### src/rtl/mem_stage_pkg.sv
// Bundle layouts, bus widths and one-hot indices shared by the memory stage
// and its neighbours.
package mem_stage_pkg;

    localparam int EXC_NUM      = 6;
    localparam int EXC_FLG_INT  = 0;
    localparam int EXC_FLG_ADEF = 1;
    localparam int EXC_FLG_SYS  = 2;
    localparam int EXC_FLG_BRK  = 3;
    localparam int EXC_FLG_INE  = 4;
    localparam int EXC_FLG_ALE  = 5;

    // load_op is {ld.b, ld.h, ld.w, ld.bu, ld.hu}
    localparam int LD_B  = 4;
    localparam int LD_H  = 3;
    localparam int LD_W  = 2;
    localparam int LD_BU = 1;
    localparam int LD_HU = 0;

    typedef struct packed {
        logic [31:0]        pc;
        logic               gr_we;
        logic [4:0]         dest;
        logic [31:0]        result;
        logic [4:0]         load_op;
        logic               mem_we;
        logic               mul_op;
        logic               div_op;
        logic               div_res_sel;
        logic               ls_cancel;
        logic [EXC_NUM-1:0] exc_flgs;
        logic               ertn;
        logic               csr_we;
        logic [13:0]        csr_wnum;
    } es_to_ms_t;

    typedef struct packed {
        logic [31:0]        pc;
        logic               gr_we;
        logic [4:0]         dest;
        logic [31:0]        result;
        logic [EXC_NUM-1:0] exc_flgs;
        logic               ertn;
        logic               csr_we;
        logic [13:0]        csr_wnum;
    } ms_to_ws_t;

    typedef struct packed {
        logic        we;
        logic        blk;
        logic [4:0]  dest;
        logic [31:0] result;
    } ms_fwd_blk_t;

    typedef struct packed {
        logic        csr_we;
        logic        ertn;
        logic [13:0] csr_wnum;
    } ms_csr_blk_t;

    localparam int ES_TO_MS_BUS_WD   = $bits(es_to_ms_t);
    localparam int MS_TO_WS_BUS_WD   = $bits(ms_to_ws_t);
    localparam int MS_FWD_BLK_BUS_WD = $bits(ms_fwd_blk_t);
    localparam int MS_CSR_BLK_BUS_WD = $bits(ms_csr_blk_t);

endpackage

### src/rtl/mem_stage_load_align.sv
// Picks the addressed byte/half of a load response and extends it.
module load_align
    import mem_stage_pkg::*;
(
    input  logic [4:0]  load_op,
    input  logic [1:0]  addr,
    input  logic [31:0] rdata,
    output logic [31:0] result
);

    logic [7:0]  lane_b;
    logic [15:0] lane_h;

    always_comb begin
        lane_b = rdata[7:0];
        unique case (addr)
            2'd0: lane_b = rdata[7:0];
            2'd1: lane_b = rdata[15:8];
            2'd2: lane_b = rdata[23:16];
            2'd3: lane_b = rdata[31:24];
        endcase
    end

    assign lane_h = addr[1] ? rdata[31:16] : rdata[15:0];

    always_comb begin
        result = rdata;
        unique case (1'b1)
            load_op[LD_B]:  result = {{24{lane_b[7]}}, lane_b};
            load_op[LD_H]:  result = {{16{lane_h[15]}}, lane_h};
            load_op[LD_BU]: result = {24'd0, lane_b};
            load_op[LD_HU]: result = {16'd0, lane_h};
            default:        result = rdata;
        endcase
    end

endmodule

### src/rtl/mem_stage.sv
// Memory stage: waits for the data-SRAM response, shapes the result and
// drops responses that belong to requests killed by a flush.
module mem_stage
    import mem_stage_pkg::*;
#(
    parameter int OUTST_W = 2
) (
    input  logic                         clk,
    input  logic                         reset,
    input  logic                         ws_allowin,
    output logic                         ms_allowin,
    input  logic                         es_to_ms_valid,
    input  logic [ES_TO_MS_BUS_WD-1:0]   es_to_ms_bus,
    input  logic [64:0]                  es_mul_res_bus,
    input  logic [63:0]                  es_div_res_bus,
    input  logic                         data_sram_req,
    input  logic                         data_sram_addr_ok,
    input  logic                         data_sram_data_ok,
    input  logic [31:0]                  data_sram_rdata,
    output logic                         ms_to_ws_valid,
    output logic [MS_TO_WS_BUS_WD-1:0]   ms_to_ws_bus,
    output logic [MS_FWD_BLK_BUS_WD-1:0] ms_fwd_blk_bus,
    output logic                         ms_to_es_ls_cancel,
    output logic [MS_CSR_BLK_BUS_WD-1:0] ms_csr_blk_bus,
    input  logic                         wb_exc,
    input  logic                         wb_ertn
);

    localparam logic [OUTST_W-1:0] CNT_MAX = '1;
    localparam logic [OUTST_W-1:0] CNT_ONE = OUTST_W'(1);

    es_to_ms_t          bus_r;
    ms_to_ws_t          ws_bus;
    ms_fwd_blk_t        fwd_bus;
    ms_csr_blk_t        csr_bus;
    logic               ms_valid;
    logic               ms_ready_go;
    logic               is_load;
    logic               need_dok;
    logic               dok_take;
    logic               flush;
    logic               req_acc;
    logic               rdata_buf_v;
    logic [31:0]        rdata_buf;
    logic [31:0]        load_data;
    logic [31:0]        load_res;
    logic [31:0]        ms_result;
    logic [OUTST_W-1:0] outst;
    logic [OUTST_W-1:0] outst_nx;
    logic [OUTST_W-1:0] discard;

    assign flush       = wb_exc | wb_ertn;
    assign req_acc     = data_sram_req & data_sram_addr_ok;
    assign dok_take    = data_sram_data_ok & (discard == '0);
    assign is_load     = |bus_r.load_op;
    assign need_dok    = ms_valid & (is_load | bus_r.mem_we) & ~bus_r.ls_cancel;
    assign ms_ready_go = ~need_dok | rdata_buf_v | dok_take;
    assign ms_allowin  = ~ms_valid | (ms_ready_go & ws_allowin);
    assign ms_to_ws_valid = ms_valid & ms_ready_go;
    assign load_data   = rdata_buf_v ? rdata_buf : data_sram_rdata;

    load_align u_load_align (
        .load_op (bus_r.load_op),
        .addr    (bus_r.result[1:0]),
        .rdata   (load_data),
        .result  (load_res)
    );

    always_comb begin
        if (is_load)
            ms_result = load_res;
        else if (bus_r.mul_op)
            ms_result = es_mul_res_bus[64] ? es_mul_res_bus[63:32]
                                           : es_mul_res_bus[31:0];
        else if (bus_r.div_op)
            ms_result = bus_r.div_res_sel ? es_div_res_bus[63:32]
                                          : es_div_res_bus[31:0];
        else
            ms_result = bus_r.result;
    end

    // Every response ever requested is counted, including ones to discard.
    always_comb begin
        outst_nx = outst;
        if (req_acc && !data_sram_data_ok && outst != CNT_MAX)
            outst_nx = outst + CNT_ONE;
        else if (!req_acc && data_sram_data_ok && outst != '0)
            outst_nx = outst - CNT_ONE;
    end

    always_ff @(posedge clk) begin
        if (reset) begin
            ms_valid    <= 1'b0;
            bus_r       <= '0;
            outst       <= '0;
            discard     <= '0;
            rdata_buf_v <= 1'b0;
            rdata_buf   <= '0;
        end else begin
            outst <= outst_nx;
            if (flush) begin
                ms_valid    <= 1'b0;
                discard     <= outst_nx;
                rdata_buf_v <= 1'b0;
            end else begin
                if (data_sram_data_ok && discard != '0)
                    discard <= discard - CNT_ONE;
                if (ms_allowin)
                    ms_valid <= es_to_ms_valid;
                if (es_to_ms_valid && ms_allowin)
                    bus_r <= es_to_ms_bus;
                if (ms_to_ws_valid && ws_allowin) begin
                    rdata_buf_v <= 1'b0;
                end else if (need_dok && dok_take && !rdata_buf_v) begin
                    rdata_buf_v <= 1'b1;
                    rdata_buf   <= data_sram_rdata;
                end
            end
        end
    end

    always_comb begin
        ws_bus.pc       = bus_r.pc;
        ws_bus.gr_we    = bus_r.gr_we;
        ws_bus.dest     = bus_r.dest;
        ws_bus.result   = ms_result;
        ws_bus.exc_flgs = bus_r.exc_flgs;
        ws_bus.ertn     = bus_r.ertn;
        ws_bus.csr_we   = bus_r.csr_we;
        ws_bus.csr_wnum = bus_r.csr_wnum;
        fwd_bus.we      = bus_r.gr_we & ms_valid;
        fwd_bus.blk     = ms_valid & is_load & ~ms_ready_go;
        fwd_bus.dest    = bus_r.dest;
        fwd_bus.result  = ms_result;
        csr_bus.csr_we  = bus_r.csr_we & ms_valid;
        csr_bus.ertn    = bus_r.ertn & ms_valid;
        csr_bus.csr_wnum = bus_r.csr_wnum;
    end

    assign ms_to_ws_bus       = ws_bus;
    assign ms_fwd_blk_bus     = fwd_bus;
    assign ms_csr_blk_bus     = csr_bus;
    assign ms_to_es_ls_cancel = ms_valid & ((|bus_r.exc_flgs) | bus_r.ertn);

endmodule

### config.mk
export PLATFORM = sky130hd
export DESIGN_NAME = mem_stage
export DESIGN_NICKNAME = d
export VERILOG_FILES = /design/src/rtl/mem_stage_pkg.sv /design/src/rtl/mem_stage_load_align.sv /design/src/rtl/mem_stage.sv
export SDC_FILE = /design/constraint.sdc
export NUM_CORES = 1
export LEC_CHECK = 0
export BUFFER_PORTS_ARGS = -buffer_cell sky130_fd_sc_hd__buf_4
export CORE_AREA = 4 4 163 165
export DETAILED_ROUTE_END_ITERATION = 10
export DIE_AREA = 0 0 167 169
export PLACE_DENSITY_LB_ADDON = 0.25
export SLEW_MARGIN = 40
export SYNTH_ARGS = -nofsm -noshare
export SYNTH_HDL_FRONTEND = slang
export SYNTH_SLANG_ARGS = --single-unit
### constraint.sdc
create_clock -name clk -period 3.1 [get_ports clk]
set_input_delay 0.155 -clock clk [delete_from_list [all_inputs] [get_ports clk]]
set_output_delay 0.155 -clock clk [all_outputs]
set_load 0.05 [all_outputs]
; Yosys cells after proc, flatten, opt, wreduce, memory -nomap -nowiden
; Cells that the tools add are included.
; Widths: inputs -> output; s select.
[totals]
ff_bits = 140
wordCells = 86
[classes]
n_addsub = 3
bitwise = 24
eq_ne = 4
n_reduce_logical = 23
n_mux = 13
[op_table]
columns = cell, n
row1 = $mux 32, 6
row2 = $pmux 32 s4, 1
row3 = $pmux 8 s4, 1
row4 = $mux 16, 1
row5 = $and 1x1->1, 12
row6 = $logic_and 1x1->1, 9
row7 = $mux 2, 4
row8 = $not 1->1, 6
row9 = $or 1x1->1, 6
row10 = $reduce_bool 2->1, 3
row11 = $reduce_or 6->1, 1
row12 = $reduce_or 5->1, 1
row13 = $eq 2x2->1 const B, 2
row14 = $logic_not 2->1, 2
row15 = $sub 2x1->2 const B, 2
row16 = $logic_not 1->1, 3
row17 = $reduce_and 3->1, 1
row18 = $reduce_or 3->1, 1
row19 = $add 2x1->2 const B, 1
row20 = $eq 2x1->1 const B, 1
row21 = $ne 2x2->1 const B, 1
row22 = $reduce_and 2->1, 1
row23 = $reduce_or 2->1, 1

; Depth between registers and ports, before layout
; Gate-level depths: netlist of run 1.
[logic_depth]
ltp_word = 11
depth_mapped = 8
mapped_depth_nobuf = 6

; Cells and area by module
; Synthesis of run 1 repeated with hierarchy kept, for this count alone.
[hier_totals]
hier_cells = 1179
area_unflattened_um2 = 9720.6
[by_module_without_submodules]
columns = mod, cells_each, instances, seq_area_each_um2, area_each_um2
row1 = mem_stage, 1080, 1, 2802.7, 8984.9
row2 = load_align, 99, 1, 0.0, 735.7

; Least setup slack after synthesis of run 1
; OpenSTA, ideal clock, no wires.
[synth_timing]
path_kind = reg-to-output
startpoint = register bus_r[27] (netlist name)
endpoint = output ms_to_ws_bus[37]
arrival_time_ns = 2.877
path_slack_ns = 0.068
stages_incl_launch_ff = 8
required_ns = 2.945
cell_sequence = dfxtp_1 -> or4_1 -> buf_2 -> clkbuf_1 -> a21oi_1 -> a21oi_1 -> o21ai_0 -> buf_4
[synth_between]
elab_chain_len = 2
elab_cells_between_ends = 3
classes_between = 2 x mux / 1 x reduce/logical
[synth_lines]
columns = item, line
row1 = start: declaration, mem_stage.sv:32  ; es_to_ms_t bus_r;
row2 = start signal: assignment, mem_stage.sv:111  ; bus_r <= es_to_ms_bus;
row3 = $pmux 32 s4 or $reduce_or 5->1 (tied branches), "mem_stage_load_align.sv:28, mem_stage.sv:55"
row4 = $mux 32 (*), mem_stage.sv:70  ; if (is_load)
row5 = end: declaration, mem_stage.sv:21  ; output logic [MS_TO_WS_BUS_WD-1:0] ms_to_ws_bus,
; Mark *: on every way between the ends. The rest lies on a longest branch, timed or not.

; Final worst setup path of run 1
[layout_timing]
startpoint = register bus_r[27] (netlist name)
endpoint = output ms_fwd_blk_bus[8]
[layout_between]
elab_chain_len = 2
elab_cells_between_ends = 3
classes_between = 2 x mux / 1 x reduce/logical
[layout_lines]
columns = item, line
row1 = $pmux 32 s4 or $reduce_or 5->1 (tied branches), "mem_stage_load_align.sv:28, mem_stage.sv:55"
row2 = $mux 32 (*), mem_stage.sv:70
row3 = end: declaration, mem_stage.sv:22  ; output logic [MS_FWD_BLK_BUS_WD-1:0] ms_fwd_blk_bus,
; Marked as above.

==> metrics.md, run 1 <==
| Metric | Value |
|---|---|
| CP Class | `reg -> out` |
| DIE WIDTH | `167 um` |
| I/O pins | `422` |
| WP data required | `2.94 ns` |
| Synth area leader | `dfxtp_1` |
| CP Launch Type | `register` |
| Final nets | `1803` |
| Root Buffer | `clkbuf_16` |
| Status | `finished clean` |
| Area Growth Syn to Fin | `49.3%` |
| Routed Antenna Nets | `0` |
| Pin count of the biggest net entering global routing | `103` |
| Routed met2 length | `18900 um` |
| Crit-path most repeated cell | `buf_4` |
| Clock slew at reported path FFs | `0.06 ns` |
| Switch Pwr | `2220 uW` |
| Antenna violations before repair | `1` |
| Tightest Pin Transition | `0.754 ns` |
| DR vias/cell | `5.40` |
| Hold WS | `0.0205 ns` |
| Vias in the first global route | `9918` |
| Worst skew pair latency | `0.43 ns` |
| Leakage power of the design | `0.00548 uW` |
| Ys flop type | `dfxtp_1` |
| Final core utilization | `0.531` |
| Clock share of power | `0.359` |
| Crit path max fanout | `25` |
| EDFF count, synth | `0` |
| Slew Viols, Final | `0` |
| Max VDD drop | `302 uV` |
| CTS H-Tree Depth | `4` |
| Initial DRT Pass Iterations | `5` |
| Gpl congestion | `0.973` |
| Filler cell count | `2374` |
| Max Freq | `0.352 GHz` |
| RSZ-0062 raised after global routing | `false` |
| Top sig layer | `met4` |
| Critical-path cell list | `or4_1 -> nor2_1 -> buf_4 -> o211ai_1 -> o2111ai_1 -> buf_4` |
| Pwr/cell area | `457 nW/um2` |
| Crit-path slowest cell | `or4_1` |
| Final Cycle Share | `0.918` |
| Largest stage delay, worst path | `0.69 ns` |
| Top-area cell type share of the netlist area | `0.315` |
| Setup TNS | `0 ns` |
| CTS buffer count | `17` |
| Max Buffers Root-to-Sink | `2` |
| Yosys reg bits | `140` |
| First-pass GRT wire length | `56600 um` |
| Metal3 WL | `2760 um` |
| Drt drc | `0` |
| Int Pwr | `3850 uW` |
| Worst Clk Skew | `0.0142 ns` |
| Register area | `2810 um2` |
| Routed wire length | `38100 um` |
| Sequential share of power | `0.313` |
| Max cap viols | `0` |
| Layout cell share with drive strength beyond 1 | `0.327` |
| Core Region | `25000 um2` |
| Hold crit path type | `in -> reg` |
| CP endpoint kind | `output pin` |
| Post-synthesis sequential area ratio | `0.315` |
| Syn avg cell area | `7.63 um2` |
| DR iter-0 viols | `756` |
| Row count | `58` |
| Ys async rst share | `0` |
| Wl on met1 | `15500 um` |
| Die area | `28200 um2` |
| Synth top area cells | `dfxtp_1 (32%), mux2i_1 (11%), a21oi_1 (11%), buf_4 (10%), o21ai_0 (7.9%)` |
| Final hold vios | `0` |
| Switching share of power | `0.366` |
| WL/cell | `20.3 um` |
| GRT Overall Usage | `0.251` |
| Grt total ovfl | `0` |
| Area of the multi-input gates | `4780 um2` |
| Relative slew margins | `0.497` |
| Synth Warn # | `0` |
| Yosys cell types | `54` |
| CTS tree | `built` |
| Port Buffers | `421` |
| Synthesized cell area | `8900 um2` |
| Arr. time, crit path | `2.69 ns` |
| DP Area | `11500 um2` |
| Final min period | `2.84 ns` |
| Routed vias | `10100` |
| Chip Height | `169 um` |
| Setup violators final | `0` |
| Synth Instances | `1166` |
| Clock sink count | `140` |
| Initial Util | `0.355` |
| Syn_nets | `1441` |
| Dpl hpwl | `27400 um` |
| Final instance area | `13300 um2` |
| Combinational Power Share | `0.328` |
| Total chip power | `6070 uW` |
[cells in the mapped netlist (15+ instances only)]
library cell / instances
o21ai_0: 140
nand2_1: 51
a2bb2oi_1: 16
mux2i_1: 95
dfxtp_1: 140
nand3_1: 139
buf_2: 18
a21oi_1: 189
buf_4: 118
clkbuf_1: 73
nor2_1: 44
o21ai_1: 16
o211ai_1: 15
[cells by family after synthesis]
| kind of cell | share of synthesized area |
|---|---|
| and+or+nand+nor | 0.140 |
| xor gates and xnor gates | 0.00197 |
| muxes | 0.122 |
| AOI/OAI and AO/OA | 0.265 |
| adders and majority gates | 0.00422 |
| DFF | 0.315 |
| buffers and inverters | 0.152 |
[layout make-up]
cell class	count	area share
flip-flops and latches	140	0.211
clock buffers	18	0.0331
well taps	330	0.0311
inverters	10	0.00283
diodes	1	0.000188
clock inverters	14	0.0135
repair buffers	565	0.348
multi-input cells	794	0.360
[state kept, by name, summed over array words and instances (netlist names)]
| signal | cells |
|---|---|
| ms_to_ws_bus | 41 |
| bus_r | 42 |
| ms_csr_blk_bus | 14 |
| ms_fwd_blk_bus | 5 |
| discard | 2 |
| ms_valid | 1 |
| outst | 2 |
| rdata_buf | 32 |
| rdata_buf_v | 1 |
[routing by layer]
metal  vias up  global-route usage
li1       4801                   -
met4         0              0.0736
met1      4799               0.309
met3        62              0.0598
met2       455               0.438
met5         -                   0
[critical path, delay by kind of cell, from the launching register on]
family                 cells  cell delay (ns)
AOI/OAI and AO/OA          2             0.46
and+or+nand+nor            2             0.88
DFF                        1             0.34
buffers and inverters      2             0.59
[timing repair]
action | in CTS | in global routing
resized for setup | 0 | 0
endpoints found under the hold margin | 119 | 0
hold buffers | 119 | 0
setup buffers | 0 | 0
[cells in the final DEF, fill, tap and decap left out, types with 5 or more instances in the layout]
cell type,count
and2_1,7
a2bb2oi_1,16
buf_4,439
nor2b_1,5
o2111ai_1,6
nand3_1,138
mux2_2,10
inv_1,9
o21ai_1,16
mux2i_1,95
o21ai_0,140
clkbuf_16,17
o211ai_1,15
buf_12,7
a211oi_1,9
dfxtp_1,136
dlygate4sd3_1,119
nand2_1,50
nor2_1,44
a21oi_1,188
[power groups by stage]
stage	clock, uW	sequential (uW)	combinational [uW]
5_1_grt	2280	1910	2090
2_1_floorplan	0	1910	1260
6_report	2180	1900	1990
3_5_place_dp	0	1940	1850
4_1_cts	2210	1900	1980
3_3_place_gp	0	1940	1840
[final timing paths]
path | startpoint | endpoint | slack (ns) | cells after the start
worst min-delay path | es_to_ms_bus[26] | bus_r[26] | 0.02 | 3
worst max register to register | ms_valid | ms_fwd_blk_bus[36] | 0.58 | 5
worst max-delay path | bus_r[27] | ms_fwd_blk_bus[8] | 0.26 | 6
worst min register to register | rdata_buf[3] | rdata_buf[3] | 0.48 | 2
[through the flow]
stage,std cells,worst slack (ns)
floorplan,1166,0.0683
global placement,1720,0.669
detailed placement,1720,0.648
CTS,1871,0.268
global route,1872,0.157
finish,1872,0.256
(Power assumes the default switching activity.)
==> run 2: changes to the inputs <==
==> constraint.sdc (replaced) <==
create_clock -name clk -period 2.7 [get_ports clk]
set_input_delay 0.135 -clock clk [delete_from_list [all_inputs] [get_ports clk]]
set_output_delay 0.135 -clock clk [all_outputs]
set_load 0.05 [all_outputs]
==> run 2 against run 1 <==
Sequential power up 15%. Register-to-register slack worse by 0.02 ns. Clock power rose by 10%. Critical path depth is the same. Via count fell by 0.34%. Critical path type unchanged. Core utilization rose by 0.97 points. Non-clock buffer count rose by 22. Cell area is 1.8% higher. Total power increased by 14%. Largest power group unchanged.
==> metrics.md, run 2 (same netlist as run 1, synthesis figures left out) <==
| Metric | Value |
|---|---|
| Delay-heaviest family, CP | `compound AO/OA/AOI/OAI gates` |
| Max FFs per register | `42` |
| Vias in the first global route | `9963` |
| Root Buffer | `clkbuf_16` |
| Setup violators final | `0` |
| Most flop-heavy register | `bus_r` |
| Die area | `28200 um2` |
| Leakage power of the design | `0.00559 uW` |
| Initial DRT Pass Iterations | `5` |
| CTS tree | `built` |
| DIE WIDTH | `167 um` |
| Clock sink count | `140` |
| Met3 Use GR | `0.0614` |
| Largest stage delay, worst path | `0.48 ns` |
| Gpl congestion | `0.933` |
| CTS H-Tree Depth | `4` |
| CP Class | `reg -> out` |
| DP Area | `11500 um2` |
| CP endpoint kind | `output pin` |
| Core Region | `25000 um2` |
| Tightest Pin Transition | `0.610 ns` |
| Relative slew margins | `0.593` |
| Critical-path cell list | `mux2i_1 -> a22o_1 -> o31ai_2 -> buf_4 -> a2bb2oi_1 -> buf_4` |
| Pwr/cell area | `511 nW/um2` |
| Int Pwr | `4340 uW` |
| Hold crit path type | `in -> reg` |
| Max Freq | `0.376 GHz` |
| Chip Height | `169 um` |
| Routed wire length | `38000 um` |
| Max cap viols | `0` |
| Pin count of the biggest net entering global routing | `103` |
| Crit. Startpoint | `rdata_buf_v` |
| Max Buffers Root-to-Sink | `2` |
| Worst skew pair latency | `0.42 ns` |
| Port Buffers | `421` |
| Routed Antenna Nets | `0` |
| Start of the worst register-to-register path | `bus_r[27]` |
| Switch Pwr | `2570 uW` |
| First-pass GRT wire length | `56700 um` |
| Hold Startpoint | `es_to_ms_bus[28]` |
| Antenna violations before repair | `1` |
| Crit path max fanout | `16` |
| Commonest non-fill, non-tap cells in the layout | `buf_4 (447), a21oi_1 (187), o21ai_0 (138), nand3_1 (138), dfxtp_1 (134)` |
| Max VDD drop | `363 uV` |
| CP Buf/Inv Count | `2` |
| Clock slew at reported path FFs | `0.07 ns` |
| RSZ-0062 raised after global routing | `true` |
| Arr. time, crit path | `2.53 ns` |
| GRT Overall Usage | `0.252` |
| Final min period | `2.66 ns` |
| Filler cell count | `2401` |
| Drt drc | `0` |
| GR Layer Usage met1 | `0.317` |
| Dpl hpwl | `27500 um` |
| Initial Util | `0.355` |
| Row count | `58` |
| Grt total ovfl | `0` |
| Ant. Diodes | `0` |
| Crit-path slowest cell | `dfxtp_4` |
| Routed vias | `10100` |
| CTS buffer count | `17` |
| Register area | `2820 um2` |
| Final instance area | `13500 um2` |
| Area of the multi-input gates | `4840 um2` |
| Area Growth Syn to Fin | `52.1%` |
| Status | `finished clean` |
| Gr busiest metal | `met2` |
| WL/cell | `20.1 um` |
| Final Cycle Share | `0.986` |
| Commonest non-fill, non-tap cell in the layout | `buf_4` |
| Switching share of power | `0.372` |
| Combinational Power Share | `0.337` |
| Slew Viols, Final | `0` |
| I/O pins | `422` |
| Sequential share of power | `0.315` |
| Worst Clk Skew | `0.0131 ns` |
| WP data required | `2.57 ns` |
| Final hold vios | `0` |
| M2 GR Usage | `0.423` |
| Final nets | `1825` |
| Crit-path most repeated cell | `buf_4` |
| DR vias/cell | `5.33` |
| Setup TNS | `0 ns` |
| Clock share of power | `0.347` |
| CP Launch Type | `register` |
| Layout cell share with drive strength beyond 1 | `0.337` |
| DR iter-0 viols | `625` |
==> run 2: cell types whose count changed in the layout (fill, tap and decap cells not counted), moves of 3 or more <==
cell,previous run,this run
inv_8,3,7
dfxtp_4,0,3
a2bb2oi_2,0,6
buf_4,439,447
a2bb2oi_1,16,10
dlygate4sd3_1,119,132
==> run 2: what timing repair did <==
item / CTS / global route
gates resized for setup: 9 / 9
hold endpoints to repair: 132 / 0
endpoints found under the setup margin: 50 / 47
hold buffers: 132 / 0
buffers inserted: 0 / 0
pin swaps: 0 / 0
==> run 2: cell type report <==
| type | count | share of cell area |
|---|---|---|
| timing repair buffer | 587 | 0.357 |
| clock buffer | 17 | 0.0314 |
| multi-input combinational | 794 | 0.358 |
| tap | 330 | 0.0305 |
| inverter | 10 | 0.00277 |
| clock inverter | 15 | 0.0123 |
| sequential | 140 | 0.208 |
==> run 2: routing by layer <==
layer / part of all wire / vias up
met5: 0.00018 / -
met4: 0.032 / 2
met3: 0.073 / 68
met2: 0.49 / 429
met1: 0.41 / 4736
li1: - / 4848
==> run 2: power groups by stage <==
stage	sequential (uW)	combinational [uW]	clock [uW]
floorplan	2200	1450	0
global placement	2220	2120	0
detailed placement	2220	2140	0
CTS	2180	2310	2450
global route	2190	2440	2530
finish	2180	2330	2400
==> run 2: worst min-delay path, cell delays in order <==
cell	delay (ns)
buf_4	0.12
nand3_1	0.07
a21oi_1	0.05
==> run 2: stage by stage <==
stage | instances | util | power, uW | setup WS (ns) | hold WS (ns)
global route | 1893 | 0.540 | 7150 | -0.0550 | 0.000131
floorplan | 1166 | - | 3650 | -0.195 | 0.259
CTS | 1893 | 0.539 | 6940 | 0.0164 | 0.00641
finish | 1893 | 0.540 | 6910 | 0.0370 | 0.0103
global placement | 1727 | 0.459 | 4350 | 0.236 | 0.397
detailed placement | 1729 | 0.461 | 4360 | 0.256 | 0.400
==> run 2: path summary, 6_finish.rpt <==
check	end	cells after the start	slack, ns
setup / recovery	ms_to_ws_bus[51]	6	0.04
hold / removal	bus_r[28]	3	0.01
setup reg to reg	ms_to_ws_bus[66]	5	0.56
hold reg to reg	bus_r[41]	2	0.47
==> run 3: changes to the inputs <==
--- a/config.mk
+++ b/config.mk
@@ -5,7 +5,7 @@
 export SDC_FILE = /design/constraint.sdc
 export NUM_CORES = 1
 export LEC_CHECK = 0
-export BUFFER_PORTS_ARGS = -buffer_cell sky130_fd_sc_hd__buf_4
+export BUFFER_PORTS_ARGS = -buffer_cell sky130_fd_sc_hd__buf_2
 export CORE_AREA = 4 4 163 165
 export DETAILED_ROUTE_END_ITERATION = 10
 export DIE_AREA = 0 0 167 169
==> run 3 against run 2 <==
Total power fell by 4.4%. Wire length shrank 0.67%. Sequential power about the same. Cell count barely moved. Global-route usage barely moved. Critical path depth unchanged. Register-to-register slack worse by 0.14 ns. Fmax increased by 0.68%. Combinational power is 8.6% lower. Critical path type unchanged.
==> metrics.md, run 3 (same netlist as run 1, synthesis figures left out) <==
| Metric | Value |
|---|---|
| Final hold vios | `0` |
| Row count | `58` |
| Final nets | `1826` |
| CP Class | `reg -> out` |
| Largest stage delay, worst path | `0.46 ns` |
| Critical-path cell list | `mux2i_1 -> a22o_1 -> o31ai_2 -> buf_4 -> a2bb2oi_1 -> buf_4` |
| Root Buffer | `clkbuf_16` |
| Filler cell count | `2461` |
| Max cap viols | `0` |
| Arr. time, crit path | `2.51 ns` |
| WL/cell | `19.9 um` |
| Most flop-heavy register | `bus_r` |
| Relative slew margins | `0.528` |
| Max Buffers Root-to-Sink | `2` |
| WP data required | `2.57 ns` |
| Drt drc | `0` |
| Die area | `28200 um2` |
| Final min period | `2.64 ns` |
| Hold crit path type | `in -> reg` |
| Routed vias | `10200` |
| RSZ-0062 raised after global routing | `true` |
| DR iter-0 viols | `759` |
| I/O pins | `422` |
| CP Launch Type | `register` |
| Max Freq | `0.378 GHz` |
| GRT Overall Usage | `0.252` |
| Area Growth Syn to Fin | `40.8%` |
| CP endpoint kind | `output pin` |
| Area of the multi-input gates | `4840 um2` |
| Pin count of the biggest net entering global routing | `103` |
| Vias in the first global route | `9985` |
| Placed cells | `1729` |
| Dpl hpwl | `26700 um` |
| Chip Height | `169 um` |
| Initial DRT Pass Iterations | `5` |
| Leakage power of the design | `0.00534 uW` |
| Crit-path slowest cell | `dfxtp_4` |
| Commonest non-fill, non-tap cell in the layout | `buf_2` |
| Final Cycle Share | `0.980` |
| Routed Antenna Nets | `0` |
| First-pass GRT wire length | `56900 um` |
| Final worst setup slack | `0.0551 ns` |
| Crit path max fanout | `16` |
| Max FFs per register | `42` |
| CTS H-Tree Depth | `4` |
| Ant. Diodes | `0` |
| Delay-heaviest family, CP | `compound AO/OA/AOI/OAI gates` |
| Setup slack after placement | `0.327 ns` |
| Antenna violations before repair | `2` |
| Setup violators final | `0` |
| Clock sink count | `140` |
| Register area | `2810 um2` |
| Crit-path most repeated cell | `buf_4` |
| Grt total ovfl | `0` |
| DR vias/cell | `5.36` |
| Worst Clk Skew | `0.0150 ns` |
| DIE WIDTH | `167 um` |
| Core Region | `25000 um2` |
| CP Buf/Inv Count | `2` |
| Final instance area | `12500 um2` |
| CTS buffer count | `17` |
| CTS tree | `built` |
| Initial Util | `0.355` |
| Pwr/cell area | `527 nW/um2` |
| Tightest Pin Transition | `0.708 ns` |
| Clock slew at reported path FFs | `0.07 ns` |
| Layout Cells excl Fill | `1894` |
| Routed wire length | `37800 um` |
| Port Buffers | `421` |
| Slew Viols, Final | `0` |
| Worst skew pair latency | `0.42 ns` |
| Gpl congestion | `0.922` |
| Layout cell share with drive strength beyond 1 | `0.336` |
| Commonest non-fill, non-tap cells in the layout | `buf_2 (400), a21oi_1 (188), o21ai_0 (138), nand3_1 (138), dfxtp_1 (135)` |
| DP Area | `10500 um2` |
| Max VDD drop | `383 uV` |
| Status | `finished clean` |
[run 3: what timing repair did]
action	CTS	global route
resized for setup	17	20
pin swaps	1	0
setup buffers	1	0
hold buffers	132	0
cloned	0	0
hold endpoints to repair	132	0
setup endpoints to repair	35	59
[run 3: per-stage QoR]
stage | util | total power [uW] | hold WS, ns | setup TNS [ns]
floorplan | - | 3650 | 0.259 | -1.93
global placement | 0.418 | 4120 | 0.387 | 0
detailed placement | 0.420 | 4130 | 0.394 | 0
CTS | 0.497 | 6630 | 0.000483 | -0.365
global route | 0.501 | 6850 | 0.00745 | -0.0457
finish | 0.501 | 6610 | 0.0145 | 0
[run 3: area by class of cell]
class / count / share of cell area
Clock inverter: 15 / 0.0117
Sequential cell: 140 / 0.225
Timing Repair Buffer: 588 / 0.307
Tap cell: 330 / 0.0330
Multi-Input combinational cell: 794 / 0.387
Inverter: 10 / 0.00300
Clock buffer: 17 / 0.0339
[run 3: layer usage]
metal  global-route usage  up-vias  wire (um)
li1                     -     4852          -
met3               0.0596       67       2830
met5                    0        -         21
met1                0.315     4813      15500
met4               0.0800        4       1130
met2                0.430      415      18300
[run 3: path summary, 6_finish.rpt]
kind | to | slack [ns] | start | depth (start not counted)
setup / recovery | ms_fwd_blk_bus[19] | 0.06 | rdata_buf_v | 6
hold / removal | bus_r[33] | 0.01 | es_to_ms_bus[33] | 3
setup reg to reg | bus_r[55] | 0.42 | bus_r[27] | 6
hold reg to reg | ms_to_ws_bus[71] | 0.47 | ms_to_ws_bus[71] | 2
[run 3: report_power, final]
part / internal [uW] / switching (uW) / leakage [uW]
combinational: 698 / 1430 / 0.00392
clock: 1230 / 1080 / 0.000282
sequential: 2120 / 46.5 / 0.00114
total: 4050 / 2550 / 0.00534
[run 3: worst min-delay path: cells and delay by family]
| family | cells | cell delay (ns) |
|---|---|---|
| buf+inv | 1 | 0.12 |
| simple gates | 1 | 0.07 |
| compound gates | 1 | 0.05 |
